==> src/rtl/ldpc_encode_ctrl.sv <==
// ldpc_encode_ctrl
// Sequencing controller for the (6,3) LDPC encoder. A host writes the three
// 6-bit parity-check rows h1..h3. Systematic generator rows are derived from
// those rows. A 3-bit message is then accepted and its codeword is
// accumulated serially, one generator row per cycle. The finished 6-bit
// codeword is then offered downstream.
//
// Ports
//   clk        system clock, rising edge
//   rst_n      asynchronous active-low reset
//   cfg_we     write strobe for one parity-check row
//   cfg_sel    row select (1..3 -> h1..h3, 0 rejected)
//   cfg_data   row value
//   cfg_clear  drop all rows and return to the unconfigured state
//   cfg_err    one-cycle pulse after a rejected write or clear
//   msg_valid  message available
//   msg_data   message bits m[2:0]
//   msg_ready  controller can take a message
//   cw_valid   codeword available
//   cw_data    codeword c[5:0] (c[2:0] = m)
//   cw_ready   downstream takes the codeword
//   busy       encode in progress or codeword pending
module ldpc_encode_ctrl (
  input  logic       clk,
  input  logic       rst_n,
  input  logic       cfg_we,
  input  logic [1:0] cfg_sel,
  input  logic [5:0] cfg_data,
  input  logic       cfg_clear,
  output logic       cfg_err,
  input  logic       msg_valid,
  input  logic [2:0] msg_data,
  output logic       msg_ready,
  output logic       cw_valid,
  output logic [5:0] cw_data,
  input  logic       cw_ready,
  output logic       busy
);

  typedef enum logic [1:0] {
    S_UNCFG = 2'd0,
    S_READY = 2'd1,
    S_ACCUM = 2'd2,
    S_OUT   = 2'd3
  } state_t;

  state_t     state, state_nxt;

  logic [5:0] h1, h2, h3;
  logic [2:0] mask;
  logic [2:0] wr_bit;

  // Message and generator rows captured at acceptance, so the word in flight
  // never sees a row write made on the acceptance edge itself.
  logic [2:0] m_p0;
  logic [5:0] g1_p0, g2_p0, g3_p0;
  logic [5:0] acc_p1;
  logic [1:0] idx_p1;
  logic [5:0] cw_p2;
  logic       err_q;

  logic       in_cfg, wr_ok, clr_ok, accept, err_nxt;
  logic [5:0] g_sel, term;

  // Generator row for message bit i: the parity bits are column (5-i) of H,
  // and the identity part is a single one in position i.
  function automatic logic [5:0] gen_row(input logic b1, input logic b2,
                                         input logic b3, input logic [2:0] unit);
    gen_row = {b3, b2, b1, unit};
  endfunction

  assign in_cfg    = (state == S_UNCFG) || (state == S_READY);
  // A clear in the same cycle blocks acceptance, so clear always wins.
  assign msg_ready = (state == S_READY) && !cfg_clear;
  assign accept    = msg_valid && msg_ready;
  assign clr_ok    = cfg_clear && in_cfg;
  assign wr_ok     = cfg_we && in_cfg && !cfg_clear && (cfg_sel != 2'd0);
  assign err_nxt   = (cfg_we && (!in_cfg || (cfg_sel == 2'd0))) ||
                     (cfg_clear && !in_cfg);

  assign cw_valid  = (state == S_OUT);
  assign busy      = (state == S_ACCUM) || (state == S_OUT);
  assign cw_data   = cw_p2;
  assign cfg_err   = err_q;

  always_comb begin
    wr_bit = 3'b000;
    case (cfg_sel)
      2'd1:    wr_bit = 3'b001;
      2'd2:    wr_bit = 3'b010;
      2'd3:    wr_bit = 3'b100;
      default: wr_bit = 3'b000;
    endcase
  end

  always_comb begin
    g_sel = g1_p0;
    case (idx_p1)
      2'd0:    g_sel = g1_p0;
      2'd1:    g_sel = g2_p0;
      default: g_sel = g3_p0;
    endcase
    term = m_p0[idx_p1] ? g_sel : 6'd0;
  end

  always_comb begin
    state_nxt = state;
    case (state)
      S_UNCFG: begin
        if (wr_ok && ((mask | wr_bit) == 3'b111)) state_nxt = S_READY;
      end
      S_READY: begin
        if (clr_ok)      state_nxt = S_UNCFG;
        else if (accept) state_nxt = S_ACCUM;
      end
      S_ACCUM: begin
        if (idx_p1 == 2'd2) state_nxt = S_OUT;
      end
      S_OUT: begin
        if (cw_ready) state_nxt = S_READY;
      end
      default: state_nxt = S_UNCFG;
    endcase
  end

  always_ff @(posedge clk or negedge rst_n) begin
    if (!rst_n) begin
      state  <= S_UNCFG;
      err_q  <= 1'b0;
      h1     <= 6'd0;
      h2     <= 6'd0;
      h3     <= 6'd0;
      mask   <= 3'b000;
      m_p0   <= 3'd0;
      g1_p0  <= 6'd0;
      g2_p0  <= 6'd0;
      g3_p0  <= 6'd0;
      acc_p1 <= 6'd0;
      idx_p1 <= 2'd0;
      cw_p2  <= 6'd0;
    end else begin
      state <= state_nxt;
      err_q <= err_nxt;

      if (clr_ok) begin
        h1   <= 6'd0;
        h2   <= 6'd0;
        h3   <= 6'd0;
        mask <= 3'b000;
      end else if (wr_ok) begin
        case (cfg_sel)
          2'd1:    h1 <= cfg_data;
          2'd2:    h2 <= cfg_data;
          default: h3 <= cfg_data;
        endcase
        mask <= mask | wr_bit;
      end

      // Stage p0: capture message and generator rows (from pre-edge rows)
      if (accept) begin
        m_p0   <= msg_data;
        g1_p0  <= gen_row(h1[5], h2[5], h3[5], 3'b001);
        g2_p0  <= gen_row(h1[4], h2[4], h3[4], 3'b010);
        g3_p0  <= gen_row(h1[3], h2[3], h3[3], 3'b100);
        acc_p1 <= 6'd0;
        idx_p1 <= 2'd0;
      // Stage p1: serial accumulation, one generator row per cycle
      end else if (state == S_ACCUM) begin
        acc_p1 <= acc_p1 ^ term;
        if (idx_p1 == 2'd2) begin
          idx_p1 <= 2'd0;
          // Stage p2: final word held until the downstream handshake
          cw_p2  <= acc_p1 ^ term;
        end else begin
          idx_p1 <= idx_p1 + 2'd1;
        end
      end
    end
  end

endmodule
==> config.mk <==
export PLATFORM = sky130hd
export DESIGN_NAME = ldpc_encode_ctrl
export DESIGN_NICKNAME = d
export VERILOG_FILES = /design/src/rtl/ldpc_encode_ctrl.sv
export SDC_FILE = /design/constraint.sdc
export NUM_CORES = 1
export LEC_CHECK = 0
export ABC_AREA = 1
export CAP_MARGIN = 20
export CELL_PAD_IN_SITES_DETAIL_PLACEMENT = 0
export CELL_PAD_IN_SITES_GLOBAL_PLACEMENT = 1
export CORE_MARGIN = 1
export CORE_UTILIZATION = 30
export DETAILED_ROUTE_END_ITERATION = 7
export PLACE_DENSITY = 0.64
export SLEW_MARGIN = 20
export SYNTH_ARGS = -nofsm -noshare
export SYNTH_HDL_FRONTEND = slang
export SYNTH_SLANG_ARGS = --single-unit
==> constraint.sdc <==
create_clock -name clk -period 1.5 [get_ports clk]
set_input_delay 0.45 -clock clk [delete_from_list [all_inputs] [get_ports clk]]
set_output_delay 0.45 -clock clk [all_outputs]
set_load 0.05 [all_outputs]
==> summary by stage, run 1 <==
Drt
The number of vias per cell after detailed routing is 4.28. Across all layers, the routed design uses 1779 vias. After detailed routing, the number of remaining DRC violations is 0. The first detailed-routing pass ran for 4 iterations. The final layout contains routed wiring with a total length of 4780 um. After the first detailed-routing iteration, the DRC count stood at 56.

After detailed routing, the met2 layer carries 2430 um of wire. The detailed router put a total of 2180 um of wire on met1. The remaining antenna violation count after routing is 0. The met3 wire length is 124 um. In the final routed layout, each cell accounts on average for 11.5 um. The highest metal layer with signal wires is met4.

Yosys
After synthesis, the largest family of logic cells by area is simple AND/OR/NAND/NOR gates. The register bit count reported by yosys is 42. The net count after synthesis is 286. The gate count after technology mapping is 257.

The cell area that synthesis handed to floorplanning was 0.00212 mm^2. Of the synthesized area, sequential elements account for 0.495. During synthesis, Yosys emitted a total of 0 warnings. The xor/xnor cell area share of the yosys netlist is 0.00412. The post-synthesis compound-gate area fraction was 0.0701. Of the total synthesized cell area, the portion taken by full adders, half adders and majority gates is 0.0707. The mean instance size in the synthesized netlist is 8.27 um^2.

The number of distinct standard cells referenced by the synthesized netlist is 23. The area share of and/or/nand/nor cells after synthesis is 0.259. Yosys mapped a number of flops with a built-in enable equal to 0. The share of flip-flops with an asynchronous set or reset after synthesis is 1.00. Measured against the total synthesized area, the mux share comes to 0.0177. The flip-flop cell with the highest count after synthesis is dfrtp_1.

Floorplanning
From bottom edge to top edge, the die measures 86.2 um. The standard-cell row count is 30. The core region is 0.00683 mm^2.

The initial utilization of the core area, before any placement, comes to 0.311. The area of the die is 0.00742 mm^2. The die width is 86.2 um. The total I/O pin count is 27.

Setup path
For this run, the slowest stage of the critical path takes 0.46 ns. The gate family responsible for the most delay along the worst path is flip-flops. STA classifies the critical path startpoint as a flip-flop. In this run the critical register-to-register path is launched from state[1]. The critical setup path kind is flip-flop to output port. In this run the worst setup path begins at state[0].

The most numerous cell type found on the critical path is buf_6. Walking the worst path, the cells encountered are buf_6, ha_4, buf_6, buf_12. Data on the critical path arrives at its endpoint at 1.29 ns.

Among all stages on the critical path, the largest delay is contributed by dfrtp_2. The worst setup path is captured at an output port. STA puts the critical path data required time at 1.05 ns. The number of buffers and inverters on the critical path is 3.

In this run the worst path has a maximum fanout of 3.

Clocking
At the later pin of the worst-skew pair, clock insertion delay measures 0.30 ns. After clock tree synthesis, the clock-pin slew on the worst setup and hold paths is 0.09 ns. TritonCTS built the clock tree. The largest buffer count on any clock path is 2. The clock net in this run drives a total of 42 sinks. The number of clock buffers added by TritonCTS is 5. The H-tree generated during clock tree synthesis spans 2 levels. The root buffer cell chosen for the clock tree is clkbuf_8.

Timing
The worst clock skew is 0.0135 ns. Setup repair after global routing could not meet its margin everywhere. The final number of hold-violating endpoints came to 0. Static timing analysis puts the maximum clock frequency at 573 MHz. Setup total negative slack on the finished layout was measured at -2.07 ns. The slack of the critical path is -0.244 ns. In this run the tightest slew margin relative to its limit is 0.771.

The shortest clock period the worst path allows after layout is 1.74 ns. The number of setup violations in the final report is 17. The transition at the pin with the smallest max-transition slack is 0.344 ns. The share of the clock period used by the worst path after layout is 1.16. The number of pins with negative max-slew slack in the final report came to 0.

Status
The flow ran to the end, but the final reports show violations. The final reports fail on negative setup slack.

Layout
The area growth from synthesis to layout is 56.0%. The repair_antennas step left the layout with diodes totalling 0. Of the cells placed in the final design, the portion with a size suffix greater than 1 is 0.366. The library cells used most frequently in the layout, excluding fill and tap cells, are 65 x nand2_1, 41 x dfrtp_1, 27 x inv_1. The number of nets in the final layout is 348. The library cell used most frequently in the layout, excluding fill and tap cells, is nand2_1.

Place
Buffers placed on the I/O ports in this run total 23. The weighted congestion at the end of routability-driven global placement is 0.760. OpenSTA, run right after detailed placement, puts the worst setup slack at -0.534 ns. Summed over all nets, the half-perimeter wirelength after detailed placement is 3170 um.

Worst hold path
The type of the most critical hold path is input pin to async pin.

Power
IR analysis of the VDD net gives a maximum drop of 0.00101 V. The total leakage power is 0.00164 uW. The power per standard cell area is 1760 mW/mm^2.

Global route
The largest net degree at the start of global routing is 43. The number of global-route vias before repair is 1693. The aggregate global-route resource usage is 0.133. For this run the aggregate overflow at the end of global routing stands at 0. The wire length of the first global-routing pass is 7710 um.

The number of antenna violations at the first check in global routing is 0.

Job
The number of maximum-capacitance violations is 0.
## per-stage QoR
| stage | util | power, uW | std cells | hold slack [ns] | instance area, um^2 |
|---|---|---|---|---|---|
| after global placement | 0.399 | 4140 | 393 | 0.446 | 2720 |
| after detailed placement | 0.399 | 4170 | 393 | 0.445 | 2720 |
| final | 0.485 | 5840 | 416 | 0.110 | 3310 |
| after global routing | 0.485 | 6300 | 416 | 0.122 | 3310 |
| after floorplan | - | 3290 | 257 | 0.154 | 2140 |
| after CTS | 0.439 | 5310 | 409 | 0.116 | 3000 |
## synth_stat cells, types with 2 or more instances
library cell	number	area [um^2]
a21oi_1	3	15.0
buf_6	2	22.5
dfrtp_1	42	1050
ha_1	12	150
inv_1	36	135
inv_2	4	15.0
mux2_2	2	22.5
nand2_1	85	319
nand3_1	24	120
nand3_2	2	20.0
nor2_1	12	45.0
o21ai_0	20	100
o22ai_1	3	18.8
## worst register-to-register path: stages, from the launching register on
cell and delay (ns):
dfrtp_1 0.43, inv_2 0.12, ha_4 0.17, buf_6 0.09
buf_6 0.11, o21bai_4 0.08, nor2_4 0.10, buf_6 0.11
nand2_4 0.05, nand2_4 0.09, nand2_2 0.05, nand2_1 0.07
nand2_1 0.06
## area by class of cell
type / count / area [um^2]
clock buffers: 5 / 68.8
clock inverters: 3 / 21.3
fillers: 672 / 3520
inverters: 40 / 170
multi-input cells: 172 / 1190
flip-flops and latches: 42 / 1050
well taps: 96 / 120
repair buffers: 58 / 693
## repair_timing
item,4_1_cts,5_1_grt
endpoints found under the hold margin,0,0
gates resized for setup,40,73
buffers inserted,8,6
gates cloned,0,2
endpoints found under the setup margin,18,37
pin swaps,6,15
hold buffers,0,0
## cells by family (layout without fill, tap and decap cells)
logic type	after synthesis	count (layout)
AND/OR/NAND/NOR	128	128
buffers and inverters	43	106
flip-flops	42	42
AO/OA/AOI/OAI	28	28
adder cells (fa/ha/maj)	12	12
multiplexers	3	3
XOR/XNOR	1	1
## registers in the layout, summed over array words and instances, names as in the netlist
signal   count
acc_p1       6
cfg_err      1
cw_data      6
g1_p0        3
g2_p0        3
g3_p0        4
h1           3
h2           3
h3           3
idx_p1       2
m_p0         3
mask         3
state        2
## final timing paths
path                       slack, ns        end  cells after the start
max                            -0.24   cw_valid                      4
min                             0.11  acc_p1[2]                      2
max reg2reg                    -0.13   state[0]                     12
min reg2reg                     0.49   g1_p0[3]                      2
max in group asynchronous       1.16   state[0]                      2
min in group clk                0.49   g1_p0[3]                      2
## report_power, final
part / leakage [uW] / internal (uW) / switching [uW] / total (uW)
combinational: 0.00105 / 1490 / 1730 / 3230
clock: 0.0000441 / 327 / 418 / 745
sequential: 0.000548 / 1550 / 318 / 1870
## routing by layer
metal	track usage	up-vias
met5	0	-
met4	0.0409	0
met3	0.0279	7
met2	0.227	26
met1	0.168	816
li1	-	930
(Power assumes the default switching activity.)
==> run 2, diff against run 1 <==
--- a/config.mk
+++ b/config.mk
@@ -10,9 +10,9 @@
 export CELL_PAD_IN_SITES_DETAIL_PLACEMENT = 0
 export CELL_PAD_IN_SITES_GLOBAL_PLACEMENT = 1
 export CORE_MARGIN = 1
-export CORE_UTILIZATION = 30
+export CORE_UTILIZATION = 37
 export DETAILED_ROUTE_END_ITERATION = 7
-export PLACE_DENSITY = 0.64
+export PLACE_DENSITY = 0.76
 export SLEW_MARGIN = 20
 export SYNTH_ARGS = -nofsm -noshare
 export SYNTH_HDL_FRONTEND = slang
==> run 2 against run 1 <==
Compared with the run above:
- the flow still finishes with violations (negative setup slack)
- count of clock-buffer cells in the layout unchanged
- global-route usage increased by 2.1 points
- clock skew is 0.0082 ns lower
- worst hold slack improved by 0.0085 ns
- setup slack gained 0.0055 ns
- via count shrank 0.51%
- first-iteration DRC count down 11%
- sequential power about the same
- critical path type unchanged
- critical endpoint unchanged
- largest cell class unchanged
- highest routed layer unchanged
==> summary by stage, run 2 (synthesis gave the netlist of run 1 again) <==
Drt
The pre-antenna-repair detailed-routing pass consisted of 4 iterations. The total wire length is 4380 um. The first routing iteration left 50 violations. In the final routed layout, each cell accounts on average for 11.2 um. After detailed routing, the number of remaining DRC violations is 0.

The number of vias per cell after detailed routing is 4.53. The via count is 1770. The remaining antenna violation count after routing is 0.

Clocking
TritonCTS created 5 clock buffers. Clock tree synthesis found a total of 42 sinks. The clock tree from TritonCTS is built. The hold buffer count at CTS is 0. Clock latency on the worst-skew pair, taken at its later pin, is 0.29 ns. The clock passes through at most 2 buffers. The clock tree synthesis step divided the H-tree into 2 levels. The root buffer cell chosen for the clock tree is clkbuf_8. After clock tree synthesis, the clock-pin slew on the worst setup and hold paths is 0.08 ns.

Floorplanning
The die width is 77.8 um. The area of the die is 0.00605 mm^2. The total I/O pin count is 27. After floorplanning, the core was sized to cover 0.00551 mm^2. The die height is 77.8 um. The initialized floorplan defines 27 standard-cell rows. The initial utilization of the core area, before any placement, comes to 0.386.

Timing
For the pin with the worst max-slew slack, the measured transition is 0.349 ns. The share of the clock period used by the worst path after layout is 1.16. The worst pin sits at a relative slew slack of 0.767. The number of pins with negative max-slew slack in the final report was 0. The slack of the critical path is -0.239 ns. Between clock sinks in the finished design, the worst skew comes to 0.00529 ns. The maximum achievable frequency is 575 MHz. The final number of hold-violating endpoints is 0. The shortest clock period the worst path allows after layout is 1.74 ns.

Setup repair after global routing could not meet its margin everywhere. Setup violations remaining at the end of the flow were counted as 17.

Power
The combinational power share is 0.518. Summed over all nets, the switching power comes to 2390 uW. The worst IR drop on VDD is 0.00106 V. The analysis attributes to cell leakage a power of 0.00161 uW. The power consumption is 6090 uW. The sequential fraction of design power is 0.306. Of the total power, the clock network draws 0.176. Of the total power, the share spent switching nets is 0.392. Cell internal power was estimated by the tool at 3700 uW. In this run the power density over the cells is 1860 mW/mm^2.

Setup path
The delay of the slowest critical-path stage is 0.45 ns. For this design, the slowest cell found on the critical path is dfrtp_2. The register-to-register setup slack is -0.14 ns. The dominant cell type by count on the critical path is buf_6. Traced cell by cell, the critical path runs through buf_6, ha_4, buf_6, buf_12. The number of cells on the worst reg-to-reg path is 10. Along the worst path, the maximum fanout reaches 3.

The arrival time of data at the critical path endpoint is 1.29 ns. The worst setup path is launched from a flip-flop. In this run the critical register-to-register path is captured at mask[0].

The critical setup path kind is flip-flop to output port. The nature of the critical path endpoint is an output port. STA puts the critical path data required time at 1.05 ns. The reg-to-reg critical path startpoint is state[1].

Global route
Entering global routing, the biggest net connects 43 pins. Across every metal layer, demand over resource in global routing totals 0.154. The number of antenna violations at the first check in global routing came to 0. Summed over all layers, the global routing overflow is 0.

The number of global-route vias before repair is 1690. The first global-routing pass estimated 7260 um of wire.

Status
The run finished, with violations left. The final reports fail on negative setup slack.

Job
The number of maximum-capacitance violations is 0.

Layout
The antenna diode count is 0. The filler cells instantiated in the layout total 469. The share of post-route cells with drive strength above 1 is 0.361. The finished cells cover 0.00327 mm^2. The most common cell after layout, fill and taps aside is nand2_1. The number of nets in the final layout is 347. The top cell types in the final layout, fill and taps aside, are 68 x nand2_1, 41 x dfrtp_1, 26 x inv_1.

The area growth from synthesis to layout is 53.8%.

Place
Routability-driven placement finished with a final weighted congestion of 0.778. Summed over all nets, the half-perimeter wirelength after detailed placement is 3060 um. The count of buffers inserted at the top-level ports is 23. Summing all placed instances gives a cell area of 0.00271 mm^2.

Worst hold path
The tightest min-delay check is of the input pin to async pin type.
-- run 2: cell count changes in the layout (fill, tap and decap cells not counted), sizes merged --
cell           previous run  this run
clkdlybuf4s15             0         1
buf                      44        45
inv                      39        40
clkinvlp                  1         0
dlygate4sd2               3         2
clkbuf                    7         5
clkinv                    3         1
bufinv                    0         2
-- run 2: worst max-delay path by stage --
stage	start	end	slack, ns	depth (start not counted)
after floorplan	state[1]	m_p0[1]	-0.03	7
after global placement	cfg_sel[0]	state[0]	-0.46	13
after detailed placement	cfg_sel[0]	h2[3]	-0.52	9
after CTS	state[0]	busy	-0.24	5
after global routing	state[1]	busy	-0.29	5
final	state[0]	cw_valid	-0.24	4
-- run 2: layer usage --
metal  global-route usage  vias to the layer above  wire (um)  part of all wire
met2                0.270                       24       2260              0.52
met3               0.0353                        4        133             0.030
met4               0.0604                        0         39            0.0089
met5                    0                        -          0                 0
met1                0.180                      815       1940              0.44
li1                     -                      927          -                 -
-- run 2: timing repair --
item / 4_1_cts / 5_1_grt
endpoints found under the setup margin: 23 / 35
pin swaps: 5 / 18
resized for setup: 31 / 75
setup buffers: 8 / 7
-- run 2: stage by stage --
stage / hold WS, ns / setup TNS (ns) / util / std cells / setup WS, ns
global placement: 0.442 / -11.22 / 0.492 / 371 / -0.457
global route: 0.123 / -3.04 / 0.593 / 391 / -0.293
CTS: 0.121 / -0.997 / 0.544 / 387 / -0.242
detailed placement: 0.445 / -11.97 / 0.492 / 371 / -0.520
floorplan: 0.154 / -0.0677 / - / 257 / -0.0348
finish: 0.118 / -1.98 / 0.593 / 391 / -0.239
-- run 2: cell type report --
| class | count | area, um^2 | share of cell area |
|---|---|---|---|
| Tap cell | 72 | 90.1 | 0.0276 |
| Multi-Input combinational cell | 172 | 1170 | 0.358 |
| Sequential cell | 42 | 1050 | 0.322 |
| Clock inverter | 3 | 68.8 | 0.0211 |
| Inverter | 40 | 165 | 0.0506 |
| Clock buffer | 5 | 68.8 | 0.0211 |
| Timing Repair Buffer | 57 | 651 | 0.199 |
-- run 2: worst max-delay path, delay by kind of cell (launching register included) --
| family | cells | cell delay, ns |
|---|---|---|
| adders and majority gates | 1 | 0.16 |
| DFF | 1 | 0.45 |
| buffers and inverters | 3 | 0.38 |
-- run 2: power groups by stage --
stage          Combinational, uW  Clock, uW  Sequential, uW
2_1_floorplan               1370          0            1920
3_5_place_dp                2350          0            1850
5_1_grt                     3450       1150            1920
4_1_cts                     2630       1090            1840
3_3_place_gp                2320          0            1840
6_report                    3160       1070            1860
